$ cat src/rtl/core_pkg.sv
// Shared core definitions: RV opcodes, immediate format encoding and the
// default datapath width used by the ID-stage immediate generator.
package core_pkg;

  localparam int XLEN = 64;

  localparam logic [6:0] OPC_LOAD    = 7'b0000011;
  localparam logic [6:0] OPC_OPIMM   = 7'b0010011;
  localparam logic [6:0] OPC_OPIMM32 = 7'b0011011;
  localparam logic [6:0] OPC_JALR    = 7'b1100111;
  localparam logic [6:0] OPC_LOADFP  = 7'b0000111;
  localparam logic [6:0] OPC_STORE   = 7'b0100011;
  localparam logic [6:0] OPC_STOREFP = 7'b0100111;
  localparam logic [6:0] OPC_BRANCH  = 7'b1100011;
  localparam logic [6:0] OPC_LUI     = 7'b0110111;
  localparam logic [6:0] OPC_AUIPC   = 7'b0010111;
  localparam logic [6:0] OPC_JAL     = 7'b1101111;

  typedef enum logic [2:0] {
    IMM_NONE = 3'd0,
    IMM_I    = 3'd1,
    IMM_S    = 3'd2,
    IMM_B    = 3'd3,
    IMM_U    = 3'd4,
    IMM_J    = 3'd5
  } imm_fmt_e;

endpackage

$ cat src/rtl/imm_decode.sv
// Combinational immediate decoder.
//   i_instr : raw 32-bit instruction word
//   o_fmt   : decoded immediate format (IMM_NONE for opcodes without one)
//   o_imm   : assembled immediate, sign-extended from bit 31 of the word
import core_pkg::*;

module imm_decode #(
  parameter int XLEN = 64,
  parameter int ILEN = 32
) (
  input  logic [ILEN-1:0] i_instr,
  output imm_fmt_e        o_fmt,
  output logic [XLEN-1:0] o_imm
);

  logic [31:0] w_imm32;
  logic        w_s;

  assign w_s = i_instr[31];

  always_comb begin
    o_fmt   = IMM_NONE;
    w_imm32 = 32'h0;
    case (i_instr[6:0])
      OPC_LOAD, OPC_OPIMM, OPC_OPIMM32, OPC_JALR, OPC_LOADFP: begin
        // shifts stay plain I; shamt masking happens in the ALU decoder
        o_fmt   = IMM_I;
        w_imm32 = {{20{w_s}}, i_instr[31:20]};
      end
      OPC_STORE, OPC_STOREFP: begin
        o_fmt   = IMM_S;
        w_imm32 = {{20{w_s}}, i_instr[31:25], i_instr[11:7]};
      end
      OPC_BRANCH: begin
        o_fmt   = IMM_B;
        w_imm32 = {{19{w_s}}, i_instr[31], i_instr[7], i_instr[30:25],
                   i_instr[11:8], 1'b0};
      end
      OPC_LUI, OPC_AUIPC: begin
        o_fmt   = IMM_U;
        w_imm32 = {i_instr[31:12], 12'b0};
      end
      OPC_JAL: begin
        o_fmt   = IMM_J;
        w_imm32 = {{11{w_s}}, i_instr[31], i_instr[19:12], i_instr[20],
                   i_instr[30:21], 1'b0};
      end
      default: begin
        o_fmt   = IMM_NONE;
        w_imm32 = 32'h0;
      end
    endcase
  end

  // Every format, U included, extends bit 31 up to XLEN (RV64 LUI semantics).
  assign o_imm = {{(XLEN-32){w_imm32[31]}}, w_imm32};

endmodule

$ cat src/rtl/sign_extend.sv
// Registered RV64 immediate generator (ID stage).
//   clk, rst_n : clock, async active-low reset
//   in_valid   : IN carries an instruction this cycle
//   IN         : raw instruction word
//   out_valid  : registered in_valid
//   OUT        : sign-extended immediate, held while in_valid=0
//   imm_fmt    : decoded format (0=NONE,1=I,2=S,3=B,4=U,5=J)
import core_pkg::*;

module sign_extend #(
  parameter int XLEN = 64,
  parameter int ILEN = 32
) (
  input  logic            clk,
  input  logic            rst_n,
  input  logic            in_valid,
  input  logic [ILEN-1:0] IN,
  output logic            out_valid,
  output logic [XLEN-1:0] OUT,
  output logic [2:0]      imm_fmt
);

  imm_fmt_e        w_fmt;
  logic [XLEN-1:0] w_imm;

  imm_fmt_e        r_fmt;
  logic [XLEN-1:0] r_out;
  logic            r_vld;

  imm_decode #(.XLEN(XLEN), .ILEN(ILEN)) u_dec (
    .i_instr (IN),
    .o_fmt   (w_fmt),
    .o_imm   (w_imm)
  );

  always_ff @(posedge clk or negedge rst_n) begin
    if (!rst_n) begin
      r_out <= '0;
      r_fmt <= IMM_NONE;
      r_vld <= 1'b0;
    end else begin
      r_vld <= in_valid;
      if (in_valid) begin
        r_out <= w_imm;
        r_fmt <= w_fmt;
      end
    end
  end

  assign out_valid = r_vld;
  assign OUT       = r_out;
  assign imm_fmt   = r_fmt;

endmodule

$ cat config.mk
export PLATFORM = sky130hd
export DESIGN_NAME = sign_extend
export DESIGN_NICKNAME = d
export VERILOG_FILES = /design/src/rtl/core_pkg.sv /design/src/rtl/imm_decode.sv /design/src/rtl/sign_extend.sv
export SDC_FILE = /design/constraint.sdc
export NUM_CORES = 1
export LEC_CHECK = 0
export CAP_MARGIN = 20
export CORE_MARGIN = 5
export CORE_UTILIZATION = 53
export DETAILED_ROUTE_END_ITERATION = 8
export DONT_BUFFER_PORTS = 1
export GPL_ROUTABILITY_DRIVEN = 0
export HOLD_SLACK_MARGIN = 0.06
export PLACE_DENSITY = 0.66
export SYNTH_ARGS = -nofsm -noshare
export SYNTH_HDL_FRONTEND = slang
export SYNTH_SLANG_ARGS = --single-unit
$ cat constraint.sdc
create_clock -name clk -period 1.5 [get_ports clk]
set_input_delay 0.225 -clock clk [delete_from_list [all_inputs] [get_ports clk]]
set_output_delay 0.225 -clock clk [all_outputs]
set_load 0.05 [all_outputs]
==> results summary, run 1 <==
The first global-routing pass estimated 8190 um of wire. The synthesis-stage register bit count is 36. The number of H-tree branching levels is 2. The pin slew with the least headroom to its limit is 0.522 ns. The share of the cycle needed by the critical path after routing is 100%.

The fraction of final layout cells with drive strength greater than 1 came out at 33.5%. In this design, the stage delay of the slowest critical-path cell is 0.52 ns. The count of unresolved DRC violations after routing came out at 0. After detailed routing, the total wire length is 4940 um. The width of the die is 71.1 um. The cell chosen for the clock root is sky130_fd_sc_hd__clkbuf_8.

After the last flow step, the layout net total stands at 205. CTS saw 36 sinks. The number of failing setup endpoints in the final timing report came out at 13. The total power after layout is 0.00213 W. The time the worst path needs with I/O delays and setup is 1.50 ns. No sink is reached through more buffers than the 2 on the longest clock path. TritonCTS built the clock tree. The critical path goes through buf_16. The finished layout cell area is 2220 um^2. The die area came out at 5050 um^2. The area of the core is 3630 um^2.

Broken down by cell family, the worst path's largest delay share belongs to flip-flops. Counting flops with a built-in enable in the synthesized netlist gives 0. Entering global routing, the biggest net connects 37 pins. The final setup skew is 0 ns.

The critical-path maximum fanout is 10. The analysis attributes to cell leakage a power of 0.888 nW. The fill cell instance count of the final layout came out at 311. The number of buffers and inverters on the critical path came out at 1. The CTS buffer count came out at 5. The count of input and output buffers is 0. The number of vias per cell came out at 6.43.

Clock-pin slew was measured on the worst setup and hold paths at 0.07 ns. The worst path arrival time came out at 1.28 ns. Max-cap violations in this run came to 0.

The total number of yosys warnings came out at 0. The startpoint class of the critical path is a flop. The flow ran to the end, but the final reports show violations. Counting every instance in the synthesized netlist gives 187. The overall fraction of global-route tracks in use came out at 20.4%. When the netlist entered floorplanning its net count stood at 222. The number of nets still failing antenna checks after routing came out at 0. The first-pass iteration count of the detailed router is 5.

After synthesis, the share of flip-flops with an asynchronous set or reset is 100%. The count of routing violations after the opening detailed-route iteration is 157. The checks that failed: negative setup slack. The worst hold-check path type is in -> reg. The footprint of the flip-flops and latches came out at 905 um^2.

Setup repair after global routing could not meet its margin everywhere. The number of global-route vias before repair is 1527. The required time of the critical path is 1.27 ns. The number of vias in the routed layout came out at 1401. Sequential cells were found to cover 45.6% of the synthesized design area. Derived from the worst setup path, the maximum achievable clock frequency is 666 MHz. The initial cell density of the core came out at 54.4%. The number of antenna violations at the first check in global routing came out at 0.

The half-perimeter wire length after placement came out at 3570 um. The antenna diode count is 0. The clock latency on the worst-skew pair came out at 0.28 ns. The die extent in y is 71.1 um. The worst supply voltage drop on vdd is 0.581 mV.

The post-synthesis cell area came out at 1980 um^2. A synthesized cell averages 10.6 um^2. Counting distinct cell types in the post-synthesis netlist gives 37. The most used flip-flop cell after synthesis is sky130_fd_sc_hd__dfrtp_1.

The floorplan has 22 rows. The I/O pin count came out at 103. The final-report max-slew violation count came out at 0. Summing all placed instances gives a cell area of 2080 um^2.

The layout overhead on the synthesized area is 12.5%. The multi-input combinational cell area is 882 um^2. The count of endpoints failing hold in the final timing report came to 0.

The aggregate global routing overflow is 0. The worst setup path is captured at an output port. The power density over the cells came out at 958 nW/um^2. The category of the most critical setup path is reg -> out. The relative slew slack is 65.2%. In the post-route analysis, the smallest setup slack over all paths is -0.00162 ns. The post-detailed-route wirelength per cell came out at 22.6 um. For this design, the slowest cell found on the critical path is sky130_fd_sc_hd__dfrtp_4.
-- cell usage in the layout, fill, tap and decap left out, types with 2 or more instances in the layout --
cell | Yosys | final
sky130_fd_sc_hd__nand3_1 | 3 | 3
sky130_fd_sc_hd__a31oi_1 | 2 | 2
sky130_fd_sc_hd__nand2_1 | 5 | 5
sky130_fd_sc_hd__dfrtp_1 | 36 | 35
sky130_fd_sc_hd__o2bb2ai_1 | 22 | 2
sky130_fd_sc_hd__nand4b_1 | 3 | 3
sky130_fd_sc_hd__a32oi_1 | 2 | 2
sky130_fd_sc_hd__a22o_1 | 6 | 6
sky130_fd_sc_hd__dlygate4sd3_1 | 0 | 2
sky130_fd_sc_hd__nor2_1 | 10 | 10
sky130_fd_sc_hd__buf_16 | 0 | 3
sky130_fd_sc_hd__buf_12 | 0 | 2
sky130_fd_sc_hd__or3_1 | 2 | 2
sky130_fd_sc_hd__o2bb2ai_2 | 0 | 20
sky130_fd_sc_hd__nor3_1 | 2 | 2
sky130_fd_sc_hd__clkbuf_8 | 0 | 7
sky130_fd_sc_hd__nor2b_1 | 2 | 2
sky130_fd_sc_hd__a22oi_1 | 19 | 19
sky130_fd_sc_hd__buf_4 | 32 | 16
sky130_fd_sc_hd__a221oi_1 | 4 | 4
sky130_fd_sc_hd__mux2_2 | 2 | 2
-- flip-flops by register name, summed over array words and instances (netlist names) --
signal     cells
out_valid      1
imm_fmt        3
OUT           32
-- final cells by class --
type                            count  area share, %
Multi-Input combinational cell    101           39.7
Sequential cell                    36           40.7
Timing Repair Buffer               24           12.3
Tap cell                           48           2.70
Inverter                            2          0.337
Clock buffer                        7           4.33
-- path summary, 6_finish.rpt --
kind,slack (ns),startpoint,to,cells past startpoint
worst min register to register,0.59,OUT[11],OUT[11],2
worst max-delay path,-0.002,OUT[31],OUT[38],1
max in group asynchronous,0.92,rst_n,OUT[30],2
worst max register to register,0.48,imm_fmt[2],imm_fmt[2],1
min in group asynchronous,0.38,rst_n,OUT[31],2
worst min-delay path,0.07,IN[30],OUT[10],1
-- cells by family (layout without fill, tap and decap cells) --
logic type	after synthesis	in the layout	synth area share, %
simple gates	35	35	10.2
mux	2	2	1.14
compound gates	64	64	26.3
buf+inv	50	33	16.8
flops	36	36	45.6
-- metal layers --
layer  wire, um  share of wire (%)  vias to the layer above  GRT usage, %
met3        493                 10                        8          8.38
li1           -                  -                      630             -
met2       2380                 48                       62          32.0
met4         64                1.3                        0          6.26
met5          0                  0                        -             0
met1       2000                 40                      701          25.8
-- where the power goes --
group | internal (W) | total, W | leakage (nW) | switching, W
clock network | 0.000409 | 0.000733 | 0.0503 | 0.000324
registers | 0.000989 | 0.00107 | 0.491 | 0.0000845
logic | 0.0000927 | 0.000324 | 0.347 | 0.000231
total | 0.00149 | 0.00213 | 0.888 | 0.000640
-- Yosys cell counts, types with 2 or more instances --
library cell	number	area [um^2]
sky130_fd_sc_hd__a21boi_0	2	15.0
sky130_fd_sc_hd__or3_1	2	12.5
sky130_fd_sc_hd__a32oi_1	2	17.5
sky130_fd_sc_hd__buf_4	32	240
sky130_fd_sc_hd__nor3_1	2	10.0
sky130_fd_sc_hd__nand4b_1	3	26.3
sky130_fd_sc_hd__a22oi_1	19	143
sky130_fd_sc_hd__a22o_1	6	52.6
sky130_fd_sc_hd__o2bb2ai_1	22	193
sky130_fd_sc_hd__a31oi_1	2	12.5
sky130_fd_sc_hd__mux2_2	2	22.5
sky130_fd_sc_hd__nor2b_1	2	12.5
sky130_fd_sc_hd__buf_2	2	10.0
sky130_fd_sc_hd__nand3_1	3	15.0
sky130_fd_sc_hd__buf_6	3	33.8
sky130_fd_sc_hd__nand2_1	5	18.8
sky130_fd_sc_hd__dfrtp_1	36	901
sky130_fd_sc_hd__a221oi_1	4	35.0
sky130_fd_sc_hd__nor2_1	10	37.5
sky130_fd_sc_hd__clkbuf_1	11	41.3
-- stage by stage --
step           TNS (ns)  util [%]  hold WS, ns  setup WS (ns)  std cells
2_1_floorplan    -11.45         -      -0.0706         -0.258        187
3_3_place_gp      -3.67      57.2      -0.0694         -0.148        207
3_5_place_dp      -4.66      57.2      -0.0694         -0.200        207
4_1_cts          -0.248      61.2       0.0667        -0.0137        218
5_1_grt          -0.783      61.2       0.0648        -0.0414        218
6_report        -0.0148      61.2       0.0700       -0.00162        218
-- timing repair --
| item | CTS | global route |
|---|---|---|
| resized for setup | 1 | 0 |
| endpoints found under the setup margin | 23 | 20 |
| endpoints found under the hold margin | 37 | 0 |
| setup buffers | 1 | 0 |
| hold buffers | 3 | 0 |
| cloned | 0 | 0 |
Note: power is estimated with default switching activity, not from simulation.
==> run 2: changes to the inputs <==
- TNS_END_PERCENT: unset -> 10
==> run 2 against run 1 <==
Combinational power shrank 3%. The flow still finishes with violations (negative setup slack). Flip-flop and latch count unchanged. Largest cell class unchanged. Largest power group unchanged. Total power fell by 0.60%.
==> results summary, run 2 (same netlist as run 1, synthesis figures left out) <==
The number of buffers and inverters on the critical path came to 1 (unchanged). The leakage power of the design is 0.879 nW (-1.1%). The required time of the critical path is 1.27 ns (about the same). The highest clock rate is 663 MHz (-0.47%). The die area is 5050 um^2 (unchanged). The number of placement rows came out at 22 (unchanged). The post-detailed-route wirelength per cell is 21.7 um (-4.0%). The TritonCTS clock tree is yes. The first-pass iteration count of the detailed router is 4 (-1). The root buffer cell chosen for the clock tree is sky130_fd_sc_hd__clkbuf_8. The worst-case clock buffer depth came out at 2 (unchanged). The pin slew with the least headroom to its limit was 0.524 ns (+0.00285 ns). The total instance count after detailed placement is 208 (+0.48%). The count of endpoints failing hold in the final timing report is 0 (unchanged). The logic depth of the worst setup path including buffers was 1 (unchanged). The number of H-tree branching levels is 2 (unchanged). The count of input and output buffers is 0 (unchanged). The final wirelength came out at 4740 um (-4.0%). The initial cell density of the core is 54.4% (unchanged). The worst setup slack after layout came out at -0.00876 ns (-0.00714 ns).

The element type at the critical path end is an output port. The global-route wire length before repair came out at 7890 um (-3.6%). The number of failing setup endpoints in the final timing report is 30 (+17). On the critical path, the stage with the largest delay is an instance of sky130_fd_sc_hd__dfrtp_4. The half-perimeter wire length after placement is 3500 um (-2.0%). The count of buffers added by post-CTS timing repair for setup is 0 (-1). The flow ran to the end, but the final reports show violations.

The worst supply voltage drop on vdd came out at 0.606 mV (+4.2%). The count of routing violations after the opening detailed-route iteration is 152 (-3.2%). The die extent in y is 71.1 um (unchanged). The number of vias per cell came to 6.34 (-1.4%). The signal on the critical path passes through buf_16. The count of cells along the worst register-to-register path is 1 (unchanged). The pin count of the biggest net entering global routing came out at 37 (unchanged). The I/O pin count is 103 (unchanged).

Setup repair after global routing could not meet its margin everywhere. The time the worst path needs with I/O delays and setup is 1.51 ns (+0.00714 ns). The width of the die came to 71.1 um (unchanged). The number of sinks driven by the clock tree came out at 36 (unchanged).

The antenna diode count is 0 (unchanged). The worst path arrival time came out at 1.28 ns (about the same). The power density over the cells came out at 963 nW/um^2 (+0.59%).

The number of flip-flops in the largest register came out at 32 (unchanged). The number of violations of the max-capacitance limit came out at 0 (unchanged). The checks that failed: negative setup slack. The count of non-filler cells in the finished layout came out at 218 (unchanged). The number of nets at the end of the flow came out at 205 (unchanged). The share of the cycle needed by the critical path after routing is 101% (+0.48 points).

The relative slew slack is 65.0% (-0.19 points). STA classifies the critical path startpoint as a flop. The number of global-route vias before repair is 1446 (-5.3%).

The number of vias in the routed layout came to 1382 (-1.4%). The clock latency on the worst-skew pair came out at 0.28 ns (about the same). The delay contributed by the slowest stage of the critical path came out at 0.53 ns (about the same). The internal reg-to-reg setup slack is 0.48 ns (about the same). The worst setup slack before clock tree synthesis came out at -0.208 ns (-0.00772 ns). The fraction of final layout cells with drive strength greater than 1 came out at 32.9% (-0.59 points).

The final-report max-slew violation count came out at 0 (unchanged). The final setup skew came to 0 ns (unchanged). The aggregate global routing overflow came out at 0 (unchanged). The cell area after placement came out at 2060 um^2 (-0.72%).

Leaving out fill and tap cells, the most frequent cell in the layout is sky130_fd_sc_hd__dfrtp_1. The overall fraction of global-route tracks in use is 19.8% (-0.57 points). The layout overhead on the synthesized area is 11.2%.

The worst setup path is of the reg -> out kind. In the layout the commonest cells are 35 x sky130_fd_sc_hd__dfrtp_1, 20 x sky130_fd_sc_hd__o2bb2ai_2, 19 x sky130_fd_sc_hd__a22oi_1, 18 x sky130_fd_sc_hd__buf_4, 10 x sky130_fd_sc_hd__nor2_1. The number of nets still failing antenna checks after routing is 0 (unchanged).

The clock-pin slew of the registers on the worst-case setup and hold paths came out at 0.07 ns (about the same). Grouping stages by cell kind, the critical path spends the most delay in flip-flops. The worst hold path stage count came out at 1 (unchanged).

The CTS buffer count is 5 (unchanged). The min-delay analysis places its worst path in the category in -> reg. The critical-path maximum fanout came to 10 (unchanged). The number of antenna violations at the first check in global routing is 0 (unchanged). The count of unresolved DRC violations after routing came out at 0 (unchanged). The finished layout cell area is 2200 um^2 (-1.2%). The area of the core is 3630 um^2 (unchanged).
## run 2: cell counts in the layout (fill, tap and decap cells not counted)
Identical to the previous run, type by type.
## run 2: area by class of cell
type | instances | area, um^2
clock buffer | 7 | 96.3
fill | 316 | 1440
inverter | 2 | 7.51
multi-input combinational | 101 | 872
sequential | 36 | 905
tap | 48 | 60.1
timing repair buffer | 24 | 258
## run 2: timing repair
item / 4_1_cts / 5_1_grt
endpoints found under the setup margin: 30 / 30
hold endpoints to repair: 37 / 0
gates resized for setup: 0 / 0
pin swaps: 0 / 0
hold buffers: 3 / 0
## run 2: report_power, final
group          switching [W]  total [W]  internal (W)
registers          0.0000843    0.00107      0.000989
clock network       0.000320   0.000729      0.000409
logic               0.000227   0.000315     0.0000885
total               0.000631    0.00212       0.00149
## run 2: metal layers
metal,track usage (%),share of wire (%),vias up
met1,25.2,41,687
met5,0,0,-
li1,-,-,637
met3,7.81,8.4,7
met4,5.43,1.3,0
met2,31.5,50,51
## run 2: path summary, 6_finish.rpt
path                         endpoint        from
min in group asynchronous     OUT[31]       rst_n
setup reg to reg           imm_fmt[2]  imm_fmt[2]
hold / removal                OUT[10]      IN[30]
max in group asynchronous     OUT[31]       rst_n
hold reg to reg               OUT[11]     OUT[11]
setup / recovery              OUT[40]     OUT[31]
## run 2: through the flow
step | utilization, % | hold slack (ns) | setup TNS [ns] | total power, W
global placement | 56.7 | -0.0694 | -3.20 | 0.00137
global route | 60.5 | 0.0696 | -1.36 | 0.00221
finish | 60.5 | 0.0777 | -0.220 | 0.00212
detailed placement | 56.7 | -0.0693 | -4.22 | 0.00138
CTS | 60.5 | 0.0658 | -0.568 | 0.00214
floorplan | - | -0.0706 | -11.80 | 0.00138
==> run 3: changes to the inputs <==
- REMOVE_ABC_BUFFERS: unset -> 1
==> run 3 against run 2 <==
Highest routed layer unchanged. Final area fell by 5.1%. Critical endpoint is now OUT[32]. Setup slack got worse by 0.033 ns. Total power rose by 0.18%. Global-route usage fell by 0.15 points. Sequential share of layout area rose by 2.2 points. The run still ends with negative setup slack left.
==> results summary, run 3 (same netlist as run 1, synthesis figures left out) <==
The run finished, with violations left. The checks that failed: negative setup slack. The layout overhead on the synthesized area came out at 5.57%. The global-route wire length before repair came out at 7850 um (-0.61%). The overall fraction of global-route tracks in use is 19.7% (-0.15 points). The final wirelength is 4820 um (+1.8%).

The number of antenna violations at the first check in global routing came out at 0 (unchanged). The leakage power of the design is 0.852 nW (-3.1%). The width of the die came out at 71.1 um (unchanged).

The final setup skew came out at 0 ns (unchanged). The number of nets still failing antenna checks after routing is 0 (unchanged). The worst-case clock buffer depth was 2 (unchanged).

The initial cell density of the core is 54.4% (unchanged). The time the worst path needs with I/O delays and setup is 1.54 ns (+0.0334 ns). The category of cells accounting for the largest share of critical-path delay is flip-flops. The clock latency on the worst-skew pair came out at 0.29 ns (about the same).

The count of input and output buffers came out at 0 (unchanged). The number of global-route vias before repair was 1523 (+5.3%). The area of the core came out at 3630 um^2 (unchanged). The path class of the tightest hold or removal check is in -> reg.

The CTS buffer count is 5 (unchanged). The number of flip-flops in the largest register is 32 (unchanged). The critical path goes through buf_16. The count of buffers added by post-CTS timing repair for setup came to 0 (unchanged). The number of vias in the routed layout is 1398 (+1.2%). The share of the cycle needed by the critical path after routing is 103% (+2.2 points). Setup repair after global routing could not meet its margin everywhere. The final-report max-slew violation count came out at 0 (unchanged). The cell area after placement came out at 1930 um^2 (-6.3%). The die area was 5050 um^2 (unchanged). The pin count of the biggest net entering global routing is 37 (unchanged). The antenna diode count is 0 (unchanged).

The worst path arrival time came to 1.32 ns (+0.04 ns). The number of violations of the max-capacitance limit came out at 0 (unchanged). The part of the power in combinational logic is 14.3% (-0.6 points). The source of the worst hold timing path is in_valid. The worst setup path is captured at an output port. The delay contributed by the slowest stage of the critical path came to 0.52 ns (about the same). TritonCTS built the clock tree.

The number of sinks driven by the clock tree came out at 36 (unchanged). In this run the critical register-to-register path is launched from imm_fmt[2]. The number of failing setup endpoints in the final timing report came to 31 (+3.3%). The register share of total power is 50.6% (about the same).

The multi-input combinational cell area is 743 um^2 (-15%). The post-detailed-route wirelength per cell came out at 21.9 um (+0.83%). The highest clock rate is 648 MHz (-2.2%). The number of H-tree branching levels is 2 (unchanged). The pin slew with the least headroom to its limit is 0.509 ns (-0.0151 ns). The worst hold margin came out at 0.0671 ns (-0.0106 ns). The internal reg-to-reg setup slack is 0.48 ns (about the same).

The count of unresolved DRC violations after routing came to 0 (unchanged). The number of placement rows was 22 (unchanged). The fill cell instance count of the final layout is 342 (+8.2%). The worst setup slack after layout is -0.0421 ns (-0.0334 ns).

The slowest stage of the critical path belongs to the cell sky130_fd_sc_hd__dfrtp_4. The net switching fraction of the power came out at 30.0% (+0.22 points). The fraction of final layout cells with drive strength greater than 1 came out at 20.9% (-12 points).

The leading cell type in the layout, fill and taps excluded is sky130_fd_sc_hd__dfrtp_1. The critical path is of the reg -> out type. The power density over the cells is 1020 nW/um^2 (+5.5%). The count of routing violations after the opening detailed-route iteration came to 66 (-57%). The half-perimeter wire length after placement came out at 3470 um (-0.86%).

The I/O pin count came out at 103 (unchanged). The count of endpoints failing hold in the final timing report was 0 (unchanged). The critical-path maximum fanout is 11 (+1). The clock power share is 35.2% (+0.8 points).

STA classifies the critical path startpoint as a flop. The top cell types in the final layout, fill and taps aside, are 35 x sky130_fd_sc_hd__dfrtp_1, 22 x sky130_fd_sc_hd__o2bb2ai_1, 19 x sky130_fd_sc_hd__a22oi_1, 19 x sky130_fd_sc_hd__buf_4, 10 x sky130_fd_sc_hd__nor2_1. The internal power is 0.00148 W (-0.13%).

The finished layout cell area was 2090 um^2 (-5.1%). The net switching power figure is 0.000637 W (+0.91%). The clock-pin slew of the registers on the worst-case setup and hold paths came to 0.08 ns (about the same). The die extent in y came to 71.1 um (unchanged). The number of buffers and inverters on the critical path is 1 (unchanged). The number of vias per cell is 6.35 (+0.24%). The total power after layout came out at 0.00212 W (+0.18%). The required time of the critical path was 1.27 ns (about the same). The first-pass iteration count of the detailed router came out at 4 (unchanged). The number of nets at the end of the flow came out at 207 (+0.98%). The setup TNS is -0.642 ns (-0.422 ns). The aggregate global routing overflow was 0 (unchanged).

The worst setup slack before clock tree synthesis is -0.143 ns (+0.0644 ns). The worst supply voltage drop on vdd came to 0.464 mV (-23%). The most critical setup path has its startpoint at OUT[31]. The footprint of the flip-flops and latches came out at 905 um^2 (unchanged). In this run the clock root is driven by a sky130_fd_sc_hd__clkbuf_8. The relative slew slack is 66.0% (+1.0 points).
run 3: through the flow:
stage	utilization (%)	cells
final	57.4	220
after floorplan	-	139
after CTS	57.2	219
after detailed placement	53.2	209
after global routing	57.4	220
after global placement	53.2	209
run 3: cell type report:
type	instances	area share, %
multi-input combinational	101	35.6
sequential	36	43.3
inverter	2	0.360
timing repair buffer	26	13.2
clock buffer	7	4.62
tap	48	2.88
run 3: final timing paths:
path                         endpoint  depth (start not counted)
setup / recovery              OUT[32]                          1
min in group asynchronous   out_valid                          2
max in group asynchronous     OUT[31]                          2
hold / removal                 OUT[1]                          2
hold reg to reg               OUT[11]                          2
setup reg to reg           imm_fmt[2]                          1
run 3: metal layers:
metal / up-vias / global-route usage, % / share of wire, %
met4: 0 / 6.47 / 2.0
met1: 679 / 23.9 / 39
li1: 637 / - / -
met5: - / 0 / 0
met3: 12 / 8.66 / 11
met2: 70 / 31.3 / 48
run 3: timing repair:
action,CTS,global route
hold buffers,3,1
endpoints found under the setup margin,31,31
gates resized for setup,1,0
endpoints found under the hold margin,37,1
run 3: power by group through the flow:
stage	logic, W	registers (W)	clock network, W
finish	0.000302	0.00107	0.000747
detailed placement	0.000270	0.00109	0
global placement	0.000265	0.00109	0
global route	0.000324	0.00107	0.000812
floorplan	0.0000897	0.00120	0
CTS	0.000302	0.00107	0.000769
